## src/rtl/arb_rr_bin_if.sv

```systemverilog
// Request/grant bundle between the requesters, the round-robin arbiter and
// the downstream binary-select mux. The arbiter uses the slave modport; the
// requester/consumer side uses the master modport.
interface arb_rr_bin_if #(
  parameter int WIDTH = 32
);
  localparam int WIDTH_LOG = $clog2(WIDTH);

  logic [WIDTH-1:0]     req;
  logic                 gnt_vld;
  logic                 gnt_rdy;
  logic [WIDTH_LOG-1:0] gnt_bin;
  logic [WIDTH-1:0]     gnt_oht;

  modport master (
    output req,
    output gnt_rdy,
    input  gnt_vld,
    input  gnt_bin,
    input  gnt_oht
  );

  modport slave (
    input  req,
    input  gnt_rdy,
    output gnt_vld,
    output gnt_bin,
    output gnt_oht
  );
endinterface

```

## src/rtl/arb_rr_bin.sv

```systemverilog
// Round-robin arbiter with a registered binary grant (mux select) plus a
// one-hot copy. A grant is held unchanged until the consumer accepts it, so
// the downstream mux output stays stable through a stall. The priority
// pointer advances only on acceptance, to one past the accepted index.
module arb_rr_bin #(
  parameter int WIDTH = 32
) (
  input  logic        clk,
  input  logic        rst,
  arb_rr_bin_if.slave bus
);
  localparam int WIDTH_LOG = $clog2(WIDTH);
  localparam int SUM_W     = WIDTH_LOG + 1;

  typedef enum logic {
    IDLE  = 1'b0,
    GRANT = 1'b1
  } state_t;

  state_t               r_state;
  logic [WIDTH_LOG-1:0] r_ptr;
  logic [WIDTH_LOG-1:0] r_gnt_bin;
  logic [WIDTH-1:0]     r_gnt_oht;

  logic                 w_accept;
  logic                 w_any;
  logic [WIDTH_LOG-1:0] w_ptr_next;
  logic [WIDTH_LOG-1:0] w_arb_ptr;
  logic [WIDTH_LOG-1:0] w_sel_idx;
  logic [WIDTH-1:0]     w_sel_oht;
  logic                 w_found;
  logic [SUM_W-1:0]     w_sum;
  logic [WIDTH_LOG-1:0] w_idx;

  assign w_accept = (r_state == GRANT) && bus.gnt_rdy;
  assign w_any    = |bus.req;

  // Explicit wrap keeps the pointer inside 0..WIDTH-1 for non-power-of-two WIDTH.
  assign w_ptr_next = (r_gnt_bin == WIDTH_LOG'(WIDTH - 1)) ? '0
                                                            : r_gnt_bin + WIDTH_LOG'(1);

  // Re-arbitrating in the accepting cycle must already see the advanced
  // pointer, which puts the just-served requester at lowest priority.
  assign w_arb_ptr = w_accept ? w_ptr_next : r_ptr;

  // Circular first-set scan starting at the effective pointer.
  always_comb begin
    // NOTE: every variable gets a default before the loop; a path that leaves
    // one unassigned would infer a latch.
    w_found   = 1'b0;
    w_sel_idx = '0;
    w_sum     = '0;
    w_idx     = '0;
    for (int k = 0; k < WIDTH; k++) begin
      w_sum = {1'b0, w_arb_ptr} + SUM_W'(k);
      if (w_sum >= SUM_W'(WIDTH)) begin
        w_sum = w_sum - SUM_W'(WIDTH);
      end
      w_idx = w_sum[WIDTH_LOG-1:0];
      if (!w_found && bus.req[w_idx]) begin
        w_found   = 1'b1;
        w_sel_idx = w_idx;
      end
    end
  end

  assign w_sel_oht = {{(WIDTH-1){1'b0}}, 1'b1} << w_sel_idx;

  // Grant FSM: issues, holds and retires grants and advances the pointer.
  always_ff @(posedge clk or posedge rst) begin
    // NOTE: state uses non-blocking assignments so every register samples
    // pre-edge values regardless of statement order.
    if (rst) begin
      r_state   <= IDLE;
      r_ptr     <= '0;
      r_gnt_bin <= '0;
      r_gnt_oht <= '0;
    end else begin
      case (r_state)
        IDLE: begin
          if (w_any) begin
            r_state   <= GRANT;
            r_gnt_bin <= w_sel_idx;
            r_gnt_oht <= w_sel_oht;
          end
        end
        GRANT: begin
          if (bus.gnt_rdy) begin
            r_ptr <= w_ptr_next;
            if (w_any) begin
              r_gnt_bin <= w_sel_idx;
              r_gnt_oht <= w_sel_oht;
            end else begin
              r_state   <= IDLE;
              r_gnt_oht <= '0;
            end
          end
        end
        default: r_state <= IDLE;
      endcase
    end
  end

  assign bus.gnt_vld = (r_state == GRANT);
  assign bus.gnt_bin = r_gnt_bin;
  assign bus.gnt_oht = r_gnt_oht;
endmodule
```

## src/flat_wrapper.sv

```systemverilog
// flat-port wrapper written by rule: the top's interface ports become plain ports
module arb_rr_bin_flat 
#(
  parameter int WIDTH = 32
)
  (clk, rst, bus_req, bus_gnt_rdy, bus_gnt_vld, bus_gnt_bin, bus_gnt_oht);
  arb_rr_bin_if #(.WIDTH(WIDTH)) bus_i ();
  input  logic clk;
  input  logic rst;
  input wire logic [$bits(bus_i.req)-1:0] bus_req;
  input wire logic [$bits(bus_i.gnt_rdy)-1:0] bus_gnt_rdy;
  output wire logic [$bits(bus_i.gnt_vld)-1:0] bus_gnt_vld;
  output wire logic [$bits(bus_i.gnt_bin)-1:0] bus_gnt_bin;
  output wire logic [$bits(bus_i.gnt_oht)-1:0] bus_gnt_oht;
  assign bus_i.req = bus_req;
  assign bus_i.gnt_rdy = bus_gnt_rdy;
  assign bus_gnt_vld = bus_i.gnt_vld;
  assign bus_gnt_bin = bus_i.gnt_bin;
  assign bus_gnt_oht = bus_i.gnt_oht;
  arb_rr_bin #(.WIDTH(WIDTH)) u_core (.clk(clk), .rst(rst), .bus(bus_i));
endmodule
```

## config.mk

```make
export PLATFORM = sky130hd
export DESIGN_NAME = arb_rr_bin_flat
export DESIGN_NICKNAME = d
export VERILOG_FILES = /design/src/rtl/arb_rr_bin_if.sv /design/src/rtl/arb_rr_bin.sv /design/src/flat_wrapper.sv
export SDC_FILE = /design/constraint.sdc
export NUM_CORES = 1
export LEC_CHECK = 0
export BUFFER_PORTS_ARGS = -buffer_cell sky130_fd_sc_hd__buf_2
export CAP_MARGIN = 0
export CORE_MARGIN = 10
export CORE_UTILIZATION = 65
export CTS_BUF_LIST = sky130_fd_sc_hd__clkbuf_8
export DETAILED_ROUTE_END_ITERATION = 7
export GPL_ROUTABILITY_DRIVEN = 0
export PLACE_DENSITY = 0.89
export SLEW_MARGIN = 20
export SYNTH_ARGS = -nofsm -noshare
export SYNTH_HDL_FRONTEND = slang
export SYNTH_SLANG_ARGS = --single-unit
```

## constraint.sdc

```tcl
create_clock -name clk -period 12.1 [get_ports clk]
set_input_delay 1.21 -clock clk [delete_from_list [all_inputs] [get_ports clk]]
set_output_delay 1.21 -clock clk [all_outputs]
set_load 0.05 [all_outputs]
```

==> results.py <==
metrics = {
    "run_status": {
        "outcome": "complete, but fails checks",
        "violations": "design-rule violations",
    },
    "clock_network": {
        "cts_setup_buffers": 0,
        "cts.sinks": 43,
        "cts_tree": "yes",
        "htree_levels": 2,
        "hold_buffers": 0,
        "clock_latency_ns": 0.31,
        "clock_path_buffers": 2,
        "cts_root_buffer": "clkbuf_8",
        "numCtsBuffers": 5,
        "path_clk_slew_ns": 0.09,
        "cts_resized": 0,
    },
    "synthesis": {
        "synthDistinctLibCells": 87,
        "synth.most_common_cell": "nand2_1",
        "yosysTopAreaCell": "mux4_2",
        "synth_top_flop_cell": "dfrtp_1",
        "syn_area_um2": 7550,
        "yosysWarnings": 0,
        "synth_top_area_share_pct": 16.4,
        "synth_edf_count": 0,
        "ys_ff_latch": 43,
        "synth_area_leaders": "mux4_2, dfrtp_1, mux2i_1",
        "ys_async_sr_fraction_pct": 100,
        "syn_avg_cell_area_um2": 8.27,
        "synth-seq-area-share_pct": 14.2,
        "synth_commonest_cells": "nand2_1, nor2_1, mux4_2",
        "postSynthCellCount": 913,
        "mappedNetlistNets": 962,
    },
    "place": {
        "port_buffers": 72,
        "hpwl_mm": 20.7,
    },
    "setup_path": {
        "r2r-start": "u_core.bus.gnt_bin[0]",
        "cp.arrival_ns": 8.25,
        "reg2reg_depth": 22,
        "rrSetupSlack_ns": 4.13,
        "cp-end-kind": "register",
        "critPathRequiredTime_ns": 12.32,
        "startpoint_type": "primary input",
        "r2r-end": "u_core.bus.gnt_oht[13]",
        "crit_path_max_fanout": 34,
        "worstSetupPathType": "in2reg",
    },
    "die": {
        "row_count": 39,
        "dieArea_um2": 16300,
        "die_x_um": 128,
        "core_um2": 11400,
        "initial_core_util_pct": 66.1,
        "boundaryPins": 73,
        "die_h_um": 128,
    },
    "global_routing": {
        "grt_start_max_net_pins": 44,
        "antenna_found_initial": 0,
        "overflow": 0,
        "grt_usage_pct": 32.4,
        "grt_pass1_vias": 8228,
        "grt_pass1_wl_mm": 43.6,
    },
    "min_path": {
        "worstHoldEndpoint": "u_core.bus.gnt_oht[5]",
        "holdPathStages": 2,
        "min-delay-start": "u_core.bus.gnt_oht[5]",
        "hold_class": "reg2reg",
    },
    "finish": {
        "insertedDiodeCount": 0,
        "final_net_count": 997,
        "area_growth_syn_to_layout_pct": 6.71,
        "drive_gt1_share_pct": 22.8,
        "fill_cells": 872,
    },
    "sta": {
        "setup_viol": 0,
        "worst_pin_slew_ns": 1.12,
        "rsz0062_at_grt": "false",
        "fmax_mhz": 125,
        "finalCritPeriodShare_pct": 66.3,
        "hold_slack_ns": 0.482,
        "finalSetupTns_ns": 0,
        "fin_crit_ns": 8.02,
        "final_hold_viol_count": 0,
        "fin_worst_skew_ns": 0.0186,
        "slew_viol_final": 0,
        "slew_headroom_pct": 24.6,
    },
    "drt": {
        "postRouteWirelength_mm": 28.1,
        "drc_errors": 37,
        "ant_nets": 0,
        "avgRoutedWirePerCell_um": 25.8,
        "via_per_inst": 8.10,
        "drt_first_pass_iters": 8,
        "drt_iter0_drc": 1846,
        "vias": 8841,
    },
    "run": {
        "drv_cap": 0,
    },
}
==> final cells by class <==
type / count / area, um^2 / area share, %
Tap cell: 143 / 179 / 2.22
Inverter: 21 / 78.8 / 0.978
Clock inverter: 3 / 43.8 / 0.543
Sequential cell: 43 / 1080 / 13.4
Timing Repair Buffer: 87 / 473 / 5.87
Multi-Input combinational cell: 790 / 6140 / 76.2
Clock buffer: 5 / 68.8 / 0.854
==> worst max-delay path: stages <==
cell and delay, ns:
buf_2 0.16, a21boi_1 0.47, nor2_2 0.11, inv_2 0.17, buf_4 0.42, ha_1 0.47
nand2_1 0.12, xor2_1 0.73, nor3b_1 0.27, mux2i_1 0.10, nand4_1 0.39, nand4_1 0.53
nor4_4 0.82, nand4_2 0.34, nand3b_1 0.30, o211a_1 0.15, a31o_1 0.21, nor4_1 0.62
nand4_1 0.38, o21ai_1 0.24
==> cells in the final DEF (no fill, tap or decap), types with 6 or more instances in the layout <==
cell / instances
o32a_1: 6
nor3b_1: 7
and2_1: 10
o21a_1: 7
o21ai_0: 37
nand2b_1: 14
buf_4: 15
nand3_1: 51
dfrtp_1: 43
and3_1: 16
o221ai_1: 8
nand4_1: 14
ha_1: 14
mux2_2: 19
a211o_1: 6
a32oi_1: 6
xnor2_1: 25
buf_2: 72
a21oi_1: 30
nor2_1: 62
nand2_1: 114
a211oi_1: 20
mux2i_1: 45
o21ai_1: 35
inv_2: 6
a31o_2: 10
nor3_1: 22
o211ai_1: 10
nor4_1: 15
o32ai_1: 6
a31oi_1: 8
mux4_2: 55
inv_1: 13
==> through the flow <==
step | worst slack (ns) | instance area (um^2) | utilization, % | std cells
after floorplan | 4.90 | 7550 | - | 913
after global placement | 3.98 | 7920 | 69.4 | 1084
after detailed placement | 3.82 | 7930 | 69.4 | 1084
after CTS | 4.08 | 8040 | 70.4 | 1092
after global routing | 3.67 | 8060 | 70.6 | 1092
final | 4.08 | 8060 | 70.6 | 1092
==> flip-flops by register name, summed over array words and instances, names as in the netlist <==
register	count
u_core.bus.gnt_vld	1
u_core.bus.gnt_oht	32
u_core.r_ptr	5
u_core.bus.gnt_bin	5
==> metal layers <==
metal  wire [um]  vias up  share of wire (%)  global-route usage [%]
met5           0        -                  0                       0
met4        2020        0                7.2                    17.8
met3        4700      244                 17                    13.6
met2       11500      942                 41                    47.1
met1        9910     4001                 35                    39.9
li1            -     3654                  -                       -
==> worst max path at each step <==
stage | from | to | slack [ns] | depth (start not counted)
final | bus_gnt_rdy | u_core.bus.gnt_oht[13] | 4.08 | 20
after global routing | bus_gnt_rdy | u_core.bus.gnt_oht[12] | 3.67 | 20
after CTS | bus_gnt_rdy | u_core.bus.gnt_oht[6] | 4.08 | 20
after detailed placement | bus_gnt_rdy | u_core.bus.gnt_oht[13] | 3.82 | 20
after global placement | bus_gnt_rdy | u_core.bus.gnt_oht[9] | 3.98 | 20
after floorplan | bus_gnt_rdy | u_core.bus.gnt_oht[10] | 4.90 | 27
==> logic make-up after synthesis <==
| group | count (synthesis) | synth area share [%] |
|---|---|---|
| flops | 43 | 14.2 |
| simple gates | 364 | 24.6 |
| fa+ha+maj | 14 | 2.32 |
| compound gates | 260 | 24.8 |
| xor+xnor | 32 | 3.71 |
| mux | 120 | 25.4 |
| buf+inv | 80 | 4.97 |
Power is left out: the tool's default activity adds up to more than one toggle a clock period on the data nets, which glitch-free logic cannot reach.
